===== config.mk =====
export PLATFORM = sky130hd
export DESIGN_NAME = gen_rr_arbiter_flat
export DESIGN_NICKNAME = d
export VERILOG_FILES = /design/src/rtl/gen_rr_arbiter_if.sv /design/src/rtl/gen_rr_arbiter.sv /design/src/flat_wrapper.sv
export SDC_FILE = /design/constraint.sdc
export NUM_CORES = 1
export LEC_CHECK = 0
export ABC_AREA = 1
export BUFFER_PORTS_ARGS = -buffer_cell sky130_fd_sc_hd__buf_2
export CAP_MARGIN = 20
export CORE_MARGIN = 5
export CORE_UTILIZATION = 25
export CTS_CLUSTER_SIZE = 30
export DETAILED_ROUTE_END_ITERATION = 16
export PLACE_DENSITY = 0.47
export SKIP_LAST_GASP = 1
export SLEW_MARGIN = 20
export SYNTH_ARGS = -nofsm -noshare
export SYNTH_HDL_FRONTEND = slang
export SYNTH_SLANG_ARGS = --single-unit

===== constraint.sdc =====
create_clock -name clk -period 1.4 [get_ports clk]
set_input_delay 0.07 -clock clk [delete_from_list [all_inputs] [get_ports clk]]
set_output_delay 0.07 -clock clk [all_outputs]
set_load 0.01 [all_outputs]

===== src/rtl/gen_rr_arbiter_if.sv =====
// Request/grant bundle between N requesters and the round-robin arbiter.
// Latency: none, this is wiring only.
// Backpressure: a requester keeps its req bit high until it has finished with the resource.
interface gen_rr_arbiter_if #(
  parameter int N   = 4,
  parameter int IDW = $clog2(N)
);
  logic [N-1:0]   req;
  logic [N-1:0]   gnt;
  logic           gnt_valid;
  logic [IDW-1:0] gnt_id;
  logic           preempt;

  // Requester side: raises requests and observes the grant.
  modport master (output req, input gnt, gnt_valid, gnt_id, preempt);
  // Arbiter side: samples requests and drives the grant.
  modport slave  (input req, output gnt, gnt_valid, gnt_id, preempt);
endinterface


===== src/rtl/gen_rr_arbiter.sv =====
// Round-robin arbiter: registered one-hot grant shared by N requesters, with an optional burst limit.
// Latency: 1 cycle from req to gnt; a released grant moves to the next requester at the same edge.
// Backpressure: the owner keeps gnt while req stays high, unless MAX_BURST expires with others waiting.
module gen_rr_arbiter #(
  parameter int N         = 4,
  parameter int MAX_BURST = 8,
  parameter int IDW       = $clog2(N)
) (
  input logic           clk,
  input logic           rst,
  gen_rr_arbiter_if.slave bus
);

  typedef enum logic {IDLE, GRANT} state_t;

  state_t         state;
  logic [N-1:0]   gnt_q;
  logic           gnt_valid_q;
  logic [IDW-1:0] gnt_id_q;
  logic           preempt_q;
  logic [IDW-1:0] ptr;

  logic [N-1:0]   cand;
  logic [N-1:0]   hi_req;
  logic [N-1:0]   winner_oh;
  logic [IDW-1:0] hi_idx;
  logic [IDW-1:0] any_idx;
  logic [IDW-1:0] winner;
  logic [IDW-1:0] ptr_nxt;
  logic           found;
  logic           hi_found;
  logic           owner_req;
  logic           burst_hit;
  logic           take;
  logic           hold;
  logic           do_preempt;

  // While granting, ptr already sits at owner+1, so excluding the owner and searching
  // from ptr covers both the release search and the burst handover search.
  assign owner_req = |(bus.req & gnt_q);
  assign cand      = (state == GRANT) ? (bus.req & ~gnt_q) : bus.req;

  // Per-requester mask: candidates at or above ptr win before the wrapped-around ones.
  for (genvar i = 0; i < N; i++) begin : g_mask
    assign hi_req[i]    = cand[i] & (IDW'(i) >= ptr);
    assign winner_oh[i] = (winner == IDW'(i));
  end

  // Two lowest-index priority encoders: one over the masked upper half, one over all candidates.
  always_comb begin
    hi_idx  = '0;
    any_idx = '0;
    for (int i = N - 1; i >= 0; i--) begin
      if (hi_req[i]) hi_idx = IDW'(i);
      if (cand[i])   any_idx = IDW'(i);
    end
  end

  assign found    = |cand;
  assign hi_found = |hi_req;
  assign winner   = hi_found ? hi_idx : any_idx;
  assign ptr_nxt  = (winner == IDW'(N - 1)) ? '0 : winner + IDW'(1);

  // Decide between a new grant, holding the current owner, or going idle.
  always_comb begin
    take       = 1'b0;
    hold       = 1'b0;
    do_preempt = 1'b0;
    if (state == IDLE) begin
      take = found;
    end else if (!owner_req) begin
      take = found;
    end else if (burst_hit && found) begin
      take       = 1'b1;
      do_preempt = 1'b1;
    end else begin
      hold = 1'b1;
    end
  end

  if (MAX_BURST > 0) begin : g_burst
    logic [7:0] cnt;

    // Burst counter: 1 on a fresh grant, saturating count while held, cleared when idle.
    always_ff @(posedge clk or posedge rst) begin
      if (rst) begin
        cnt <= '0;
      end else if (take) begin
        cnt <= 8'd1;
      end else if (hold) begin
        if (cnt != 8'(MAX_BURST)) cnt <= cnt + 8'd1;
      end else begin
        cnt <= '0;
      end
    end

    assign burst_hit = (cnt == 8'(MAX_BURST));
  end else begin : g_no_burst
    assign burst_hit = 1'b0;
  end

  // Arbitration FSM with registered grant outputs; gnt_id keeps its value while idle.
  always_ff @(posedge clk or posedge rst) begin
    if (rst) begin
      state       <= IDLE;
      gnt_q       <= '0;
      gnt_valid_q <= 1'b0;
      gnt_id_q    <= '0;
      preempt_q   <= 1'b0;
      ptr         <= '0;
    end else begin
      preempt_q <= do_preempt;
      if (take) begin
        state       <= GRANT;
        gnt_q       <= winner_oh;
        gnt_valid_q <= 1'b1;
        gnt_id_q    <= winner;
        ptr         <= ptr_nxt;
      end else if (!hold) begin
        state       <= IDLE;
        gnt_q       <= '0;
        gnt_valid_q <= 1'b0;
      end
    end
  end

  assign bus.gnt       = gnt_q;
  assign bus.gnt_valid = gnt_valid_q;
  assign bus.gnt_id    = gnt_id_q;
  assign bus.preempt   = preempt_q;

endmodule


===== src/flat_wrapper.sv =====
// flat-port wrapper written by rule: the top's interface ports become plain ports
module gen_rr_arbiter_flat 
#(
  parameter int N         = 4,
  parameter int MAX_BURST = 8,
  parameter int IDW       = $clog2(N)
)
  (clk, rst, bus_req, bus_gnt, bus_gnt_valid, bus_gnt_id, bus_preempt);
  gen_rr_arbiter_if #(.N(N), .IDW(IDW)) bus_i ();
  input logic clk;
  input logic rst;
  input wire logic [$bits(bus_i.req)-1:0] bus_req;
  output wire logic [$bits(bus_i.gnt)-1:0] bus_gnt;
  output wire logic [$bits(bus_i.gnt_valid)-1:0] bus_gnt_valid;
  output wire logic [$bits(bus_i.gnt_id)-1:0] bus_gnt_id;
  output wire logic [$bits(bus_i.preempt)-1:0] bus_preempt;
  assign bus_i.req = bus_req;
  assign bus_gnt = bus_i.gnt;
  assign bus_gnt_valid = bus_i.gnt_valid;
  assign bus_gnt_id = bus_i.gnt_id;
  assign bus_preempt = bus_i.preempt;
  gen_rr_arbiter #(.N(N), .MAX_BURST(MAX_BURST), .IDW(IDW)) u_core (.clk(clk), .rst(rst), .bus(bus_i));
endmodule

==> impl_metrics.json, run 1 <==
{
  "outcome": "finished with violations",
  "violations": "negative setup slack",
  "portBuffers": 13,
  "yosys_most_used_dff": "dfrtp_1",
  "cts_sinks": 18,
  "p_per_area_nw_per_um2": 1850,
  "grt_max_degree": 19,
  "drive_above_1_share_pct": 47.5,
  "yosysTopAreaCellShare_pct": 42.0,
  "relSlewSlack_pct": 83.9,
  "antenna_found_initial": 0,
  "nFillCells": 431,
  "wl_met2_mm": 1.29,
  "pwr-share-clk_pct": 15.1,
  "ir_worst_vdd_uv": 746,
  "grt_pass1_wl_mm": 4.53,
  "crit_required_ps": 1560,
  "die_area_um2": 5700,
  "die_w_um": 75.5,
  "num_antenna_cells": 0,
  "rows": 23,
  "worstPathMaxFanout": 5,
  "dpl_cell_area_um2": 1390,
  "place_congestion": 0.773,
  "vias": 1007,
  "synthTopCellsByArea": "dfrtp_1 42%, nand2_1 18%, ha_1 7.0%, nand3_1 7.0%, inv_1 5.6%",
  "tns_ps": -202,
  "sw_frac_of_total_pct": 42.4,
  "first_pass_iters": 4,
  "fin_crit_ps": 1450,
  "cts-htree-levels": 1,
  "postLayoutSetupSlackWorst_ps": -54.0,
  "vias_per_cell": 4.32,
  "arrival_ps": 1610,
  "wire_per_inst_um": 11.5,
  "grtUsageTotal_pct": 10.4,
  "syn_area_per_cell_um2": 7.61,
  "comb_power_share_pct": 57.5,
  "cp-start-kind": "flip-flop",
  "rsz0062_at_grt": "true",
  "synth_seq_cells": 18,
  "overflow": 0,
  "skew_ps": 1.91,
  "synth.most_common_cell": "nand2_1",
  "cts.clk_slew.worst_paths_ps": 70,
  "maxCapViolations": 0,
  "seq_area_frac_synth_pct": 42.0,
  "synth_commonest_cells": "51 x nand2_1, 18 x dfrtp_1, 16 x inv_1, 15 x nand3_1, 12 x nor2_1",
  "yosys_warnings": 0,
  "chipHeight_um": 75.5,
  "ys_async_sr_fraction_pct": 100,
  "area_delta_synth_final_pct": 47.7,
  "leakage_nw": 0.803,
  "seq_power_share_pct": 27.3,
  "clk_latency_ps": 260,
  "yosysTopAreaCell": "dfrtp_1",
  "cp_slowest_cell": "dfrtp_2",
  "drv_slew": 0,
  "power_switching_mw": 1.24,
  "core_um2": 4090,
  "cts_tree": "yes",
  "clock.fmax_ghz": 0.688,
  "drc": 0,
  "end_kind": "flip-flop",
  "drtIter0Drc": 21,
  "path_class": "reg2reg",
  "route.layer.met1.wl_mm": 1.24,
  "met3RoutedLength_um": 118,
  "setup_viol": 5,
  "dp_hpwl_mm": 2.07,
  "fin_crit_sh_pct": 104,
  "antenna_left": 0,
  "final_area_um2": 1590,
  "hold_path_class": "in2reg",
  "cp_cell_sequence": "nand2_2 -> nand3b_1 -> nand2_2 -> buf_6 -> a21oi_4 -> inv_2 -> ha_2 -> nand2_1 -> nand2_1",
  "ios": 14,
  "grt_pass1_vias": 1004,
  "finalWirelength_mm": 2.69,
  "synth_edf_count": 0,
  "netlist_area_um2": 1070,
  "cpPeakStageDelay_ps": 440,
  "synthDistinctLibCells": 21,
  "syn_nets": 153,
  "fin_nets": 196,
  "start_util_pct": 26.3,
  "tightestPinTransition_ps": 242,
  "cts-buffers-inserted": 3,
  "synth_cells": 141,
  "hold_viol_final": 0,
  "cts-root-buf": "clkbuf_8",
  "clk_path_buf_depth": 2,
  "top_layer": "met4",
  "internal_power_mw": 1.69
}
## cell usage in the layout (no fill, tap or decap), types with 3 or more instances in the layout
cell type	count
nand2_1	37
buf_4	20
dfrtp_1	17
nand2_2	16
buf_2	13
inv_1	10
nor2_1	10
nand3_1	10
nand2_4	5
inv_2	5
nand3_2	5
clkbuf_8	4
ha_2	3
buf_6	3
## flip-flops by register name, summed over array words and instances (netlist names)
signal / count
u_core.g_burst.cnt: 8
u_core.bus.gnt: 4
u_core.bus.gnt_id: 2
u_core.ptr: 2
u_core.bus.preempt: 1
u_core.state: 1
## what timing repair did
| action | 4_1_cts | 5_1_grt |
|---|---|---|
| hold endpoints to repair | 18 | 0 |
| gates resized for setup | 13 | 18 |
| hold buffers | 1 | 0 |
| pin swaps | 16 | 11 |
| cloned | 0 | 1 |
| setup buffers | 1 | 4 |
| endpoints found under the setup margin | 16 | 16 |
## critical path: cells and delay by family (launching register included)
family	cells	cell delay, ps
AND/OR/NAND/NOR	5	390
flip-flops	1	440
adder cells (fa/ha/maj)	1	160
buffers and inverters	2	180
AO/OA/AOI/OAI	1	180
## worst paths after layout
| check | from | to | slack (ps) | cells past startpoint |
|---|---|---|---|---|
| max | u_core.state$_DFFE_PP0P_ | u_core.bus.gnt[0]$_DFFE_PP0P_ | -50 | 9 |
| max in group asynchronous | rst | u_core.state$_DFFE_PP0P_ | 810 | 4 |
| min reg2reg | u_core.bus.gnt_id[1]$_DFFE_PP0P_ | u_core.bus.gnt_id[1]$_DFFE_PP0P_ | 480 | 2 |
| min | bus_req[3] | u_core.state$_DFFE_PP0P_ | 260 | 5 |
| min in group asynchronous | rst | u_core.g_burst.cnt[6]$_DFFE_PP0P_ | 370 | 4 |
| max reg2reg | u_core.state$_DFFE_PP0P_ | u_core.bus.gnt[0]$_DFFE_PP0P_ | -50 | 9 |
## through the flow
step | util [%] | cells | setup WS [ps] | total power, mW | hold WS, ps
floorplan | - | 141 | -33.4 | 1.66 | 8.50
global placement | 33.9 | 222 | -49.3 | 2.19 | 100
detailed placement | 33.9 | 222 | -79.8 | 2.20 | 111
CTS | 36.6 | 228 | -44.6 | 2.76 | 272
global route | 38.8 | 233 | -144 | 3.18 | 298
finish | 38.8 | 233 | -54.0 | 2.93 | 264
## power by group through the flow
stage / combinational, mW / sequential (mW) / clock (mW)
6_report: 1.68 / 0.799 / 0.442
4_1_cts: 1.52 / 0.785 / 0.457
3_3_place_gp: 1.40 / 0.789 / 0
5_1_grt: 1.89 / 0.822 / 0.474
3_5_place_dp: 1.41 / 0.789 / 0
2_1_floorplan: 0.846 / 0.815 / 0
## kinds of logic after synthesis
logic type	after synthesis	synth area share [%]
adders and majority gates	6	6.99
buffers and inverters	17	6.41
xor gates and xnor gates	3	2.45
AOI/OAI and AO/OA	6	4.20
and+or+nand+nor	91	38.0
DFF	18	42.0
## area by class of cell
class                   instances  area [um2]  area share, %
inverters                      17        71.3           4.50
flip-flops and latches         18         452           28.5
repair buffers                 37         259           16.3
well taps                      50        62.6           3.95
clock buffers                   4        55.1           3.47
multi-input cells             107         686           43.3
## layer usage
| layer | track usage, % | up-vias |
|---|---|---|
| met1 | 13.0 | 464 |
| li1 | - | 524 |
| met2 | 16.9 | 14 |
| met4 | 4.66 | 0 |
| met3 | 2.64 | 5 |
| met5 | 0 | - |
Power figures use the tool's default switching activity.
==> run 2, diff against run 1 <==
--- a/config.mk
+++ b/config.mk
@@ -10,9 +10,10 @@
 export CAP_MARGIN = 20
 export CORE_MARGIN = 5
 export CORE_UTILIZATION = 25
-export CTS_CLUSTER_SIZE = 30
+export CTS_CLUSTER_SIZE = 8
 export DETAILED_ROUTE_END_ITERATION = 16
 export PLACE_DENSITY = 0.47
+export RECOVER_POWER = 100
 export SKIP_LAST_GASP = 1
 export SLEW_MARGIN = 20
 export SYNTH_ARGS = -nofsm -noshare
==> run 2 against run 1 <==
Against the previous run:
- the flow still finishes with violations (negative setup slack)
- design area fell by 0.71%
- hold slack improved by 2.0 ps
- final cell count did not move
- clock power barely moved
- non-clock buffer count did not move
- sequential share of layout area rose by 0.20 points
- global-route usage did not move
- critical path type unchanged
- largest power group unchanged
==> impl_metrics.json, run 2 (synthesis gave the netlist of run 1 again) <==
{
  "critPathTopFamily": "flip-flops",
  "final_core_util_pct": 38.5,
  "cp.depth": 9,
  "clk_latency_ps": 260,
  "dp_hpwl_mm": 2.07,
  "final_cell_mix": "37 x nand2_1, 17 x dfrtp_1, 16 x nand2_2, 15 x buf_4",
  "drive_above_1_share_pct": 45.9,
  "die_area_um2": 5700,
  "fin_nets": 196,
  "drtIter0Drc": 25,
  "cp-startpoint": "u_core.state$_DFFE_PP0P_",
  "tightestPinTransition_ps": 470,
  "multi_input_area_um2": 681,
  "top_register": "u_core.g_burst.cnt",
  "wire_per_inst_um": 11.5,
  "cp_cell_sequence": "nand2_2 -> nand3b_1 -> nand2_2 -> buf_6 -> a21oi_4 -> inv_2 -> ha_2 -> nand2_1 -> nand2_1",
  "cts-buffers-inserted": 3,
  "worstPathMaxFanout": 5,
  "regToRegSetupSlack_ps": -50,
  "maxCapViolations": 0,
  "cts.clk_slew.worst_paths_ps": 70,
  "leakage_nw": 0.789,
  "layout_commonest_cell": "nand2_1",
  "rows": 23,
  "cts_sinks": 18,
  "cts-htree-levels": 1,
  "seqCellArea_um2": 452,
  "internal_power_mw": 1.67,
  "arrival_ps": 1610,
  "num_antenna_cells": 0,
  "power_switching_mw": 1.24,
  "ff2ff_path_depth": 9,
  "core_um2": 4090,
  "cts-root-buf": "clkbuf_8",
  "overflow": 0,
  "clock.fmax_ghz": 0.688,
  "antenna_found_initial": 0,
  "chipHeight_um": 75.5,
  "grt_max_degree": 19,
  "grtUsageTotal_pct": 10.4,
  "fin_crit_ps": 1450,
  "drc": 0,
  "place_congestion": 0.773,
  "grt_pass1_wl_mm": 4.53,
  "cp_num_buf_inv": 2,
  "vias_per_cell": 4.33,
  "hold_path_class": "in2reg",
  "antenna_left": 0,
  "comb_power_share_pct": 57.4,
  "first_pass_iters": 4,
  "vias": 1010,
  "cp_slowest_cell": "dfrtp_2",
  "crit_path_end": "u_core.bus.gnt[0]$_DFFE_PP0P_",
  "start_util_pct": 26.3,
  "clk_path_buf_depth": 2,
  "drv_slew": 0,
  "hold_viol_final": 0,
  "skew_ps": 2.74,
  "r2r_start": "u_core.state$_DFFE_PP0P_",
  "cpPeakStageDelay_ps": 440,
  "dpl_cell_area_um2": 1390,
  "pwr-share-clk_pct": 15.2,
  "postLayoutSetupSlackWorst_ps": -53.0,
  "nFillCells": 432,
  "grt_pass1_vias": 1004,
  "sw_frac_of_total_pct": 42.5,
  "ir_worst_vdd_uv": 743,
  "largest_register_ffs": 8,
  "die_w_um": 75.5,
  "area_delta_synth_final_pct": 46.6,
  "setup_viol": 5,
  "reg2reg_to": "u_core.bus.gnt[0]$_DFFE_PP0P_",
  "portBuffers": 13,
  "final_area_um2": 1570,
  "p_per_area_nw_per_um2": 1850,
  "crit_required_ps": 1560,
  "ios": 14,
  "fin_crit_sh_pct": 104,
  "finalWirelength_mm": 2.68,
  "path_class": "reg2reg",
  "cp-start-kind": "flip-flop",
  "cts_tree": "yes",
  "violations": "negative setup slack",
  "rsz0062_at_grt": "true",
  "relSlewSlack_pct": 68.7,
  "outcome": "finished with violations",
  "seq_power_share_pct": 27.4,
  "end_kind": "flip-flop"
}
==> run 2: changes by cell type in the layout (fill, tap and decap cells not counted), sizes merged <==
cell    change
buf         -8
clkbuf      +8
==> run 2: timing repair <==
action / 4_1_cts / 5_1_grt
buffers inserted: 1 / 4
cloned: 0 / 1
pin swaps: 16 / 11
hold buffers: 1 / 0
gates resized for setup: 13 / 18
endpoints found under the hold margin: 18 / 0
endpoints found under the setup margin: 16 / 16
==> run 2: final cells by class <==
type | count | area share, %
inverter | 17 | 4.53
clock buffer | 4 | 3.50
timing repair buffer | 37 | 16.1
tap | 50 | 3.97
sequential | 18 | 28.7
multi-input combinational | 107 | 43.2
==> run 2: how the worst min path moves through the flow <==
stage,start,endpoint,slack [ps],cells past startpoint
finish,bus_req[3],u_core.state$_DFFE_PP0P_,270,5
floorplan,rst,u_core.bus.gnt[0]$_DFFE_PP0P_,9,1
global route,bus_req[3],u_core.state$_DFFE_PP0P_,300,5
CTS,bus_req[3],u_core.state$_DFFE_PP0P_,270,5
detailed placement,rst,u_core.bus.gnt_id[1]$_DFFE_PP0P_,110,3
global placement,rst,u_core.g_burst.cnt[5]$_DFFE_PP0P_,100,3
==> run 2: tightest hold or removal path, delay by kind of cell <==
family | cells | cell delay (ps)
AND/OR/NAND/NOR | 4 | 310
buffers and inverters | 1 | 110
==> run 2: power groups by stage <==
stage,combinational (mW),sequential [mW],clock [mW]
2_1_floorplan,0.846,0.815,0
3_3_place_gp,1.40,0.789,0
3_5_place_dp,1.41,0.789,0
4_1_cts,1.52,0.785,0.457
5_1_grt,1.88,0.822,0.474
6_report,1.67,0.799,0.441
==> run 2: routing by layer <==
metal | part of all wire [%] | GRT usage [%] | vias to the layer above
li1 | - | - | 525
met1 | 46 | 13.0 | 468
met2 | 49 | 16.9 | 13
met3 | 4.3 | 2.64 | 4
met4 | 1.3 | 4.66 | 0
met5 | 0 | 0 | -
==> run 2: metrics by stage <==
stage | std cells | total power, mW | setup slack (ps) | TNS, ps | hold slack [ps]
5_1_grt | 233 | 3.17 | -144 | -1620 | 298
2_1_floorplan | 141 | 1.66 | -33.4 | -91.1 | 8.50
3_5_place_dp | 222 | 2.20 | -79.8 | -290 | 111
3_3_place_gp | 222 | 2.19 | -49.3 | -206 | 100
4_1_cts | 228 | 2.76 | -44.6 | -163 | 272
6_report | 233 | 2.91 | -53.0 | -200 | 266
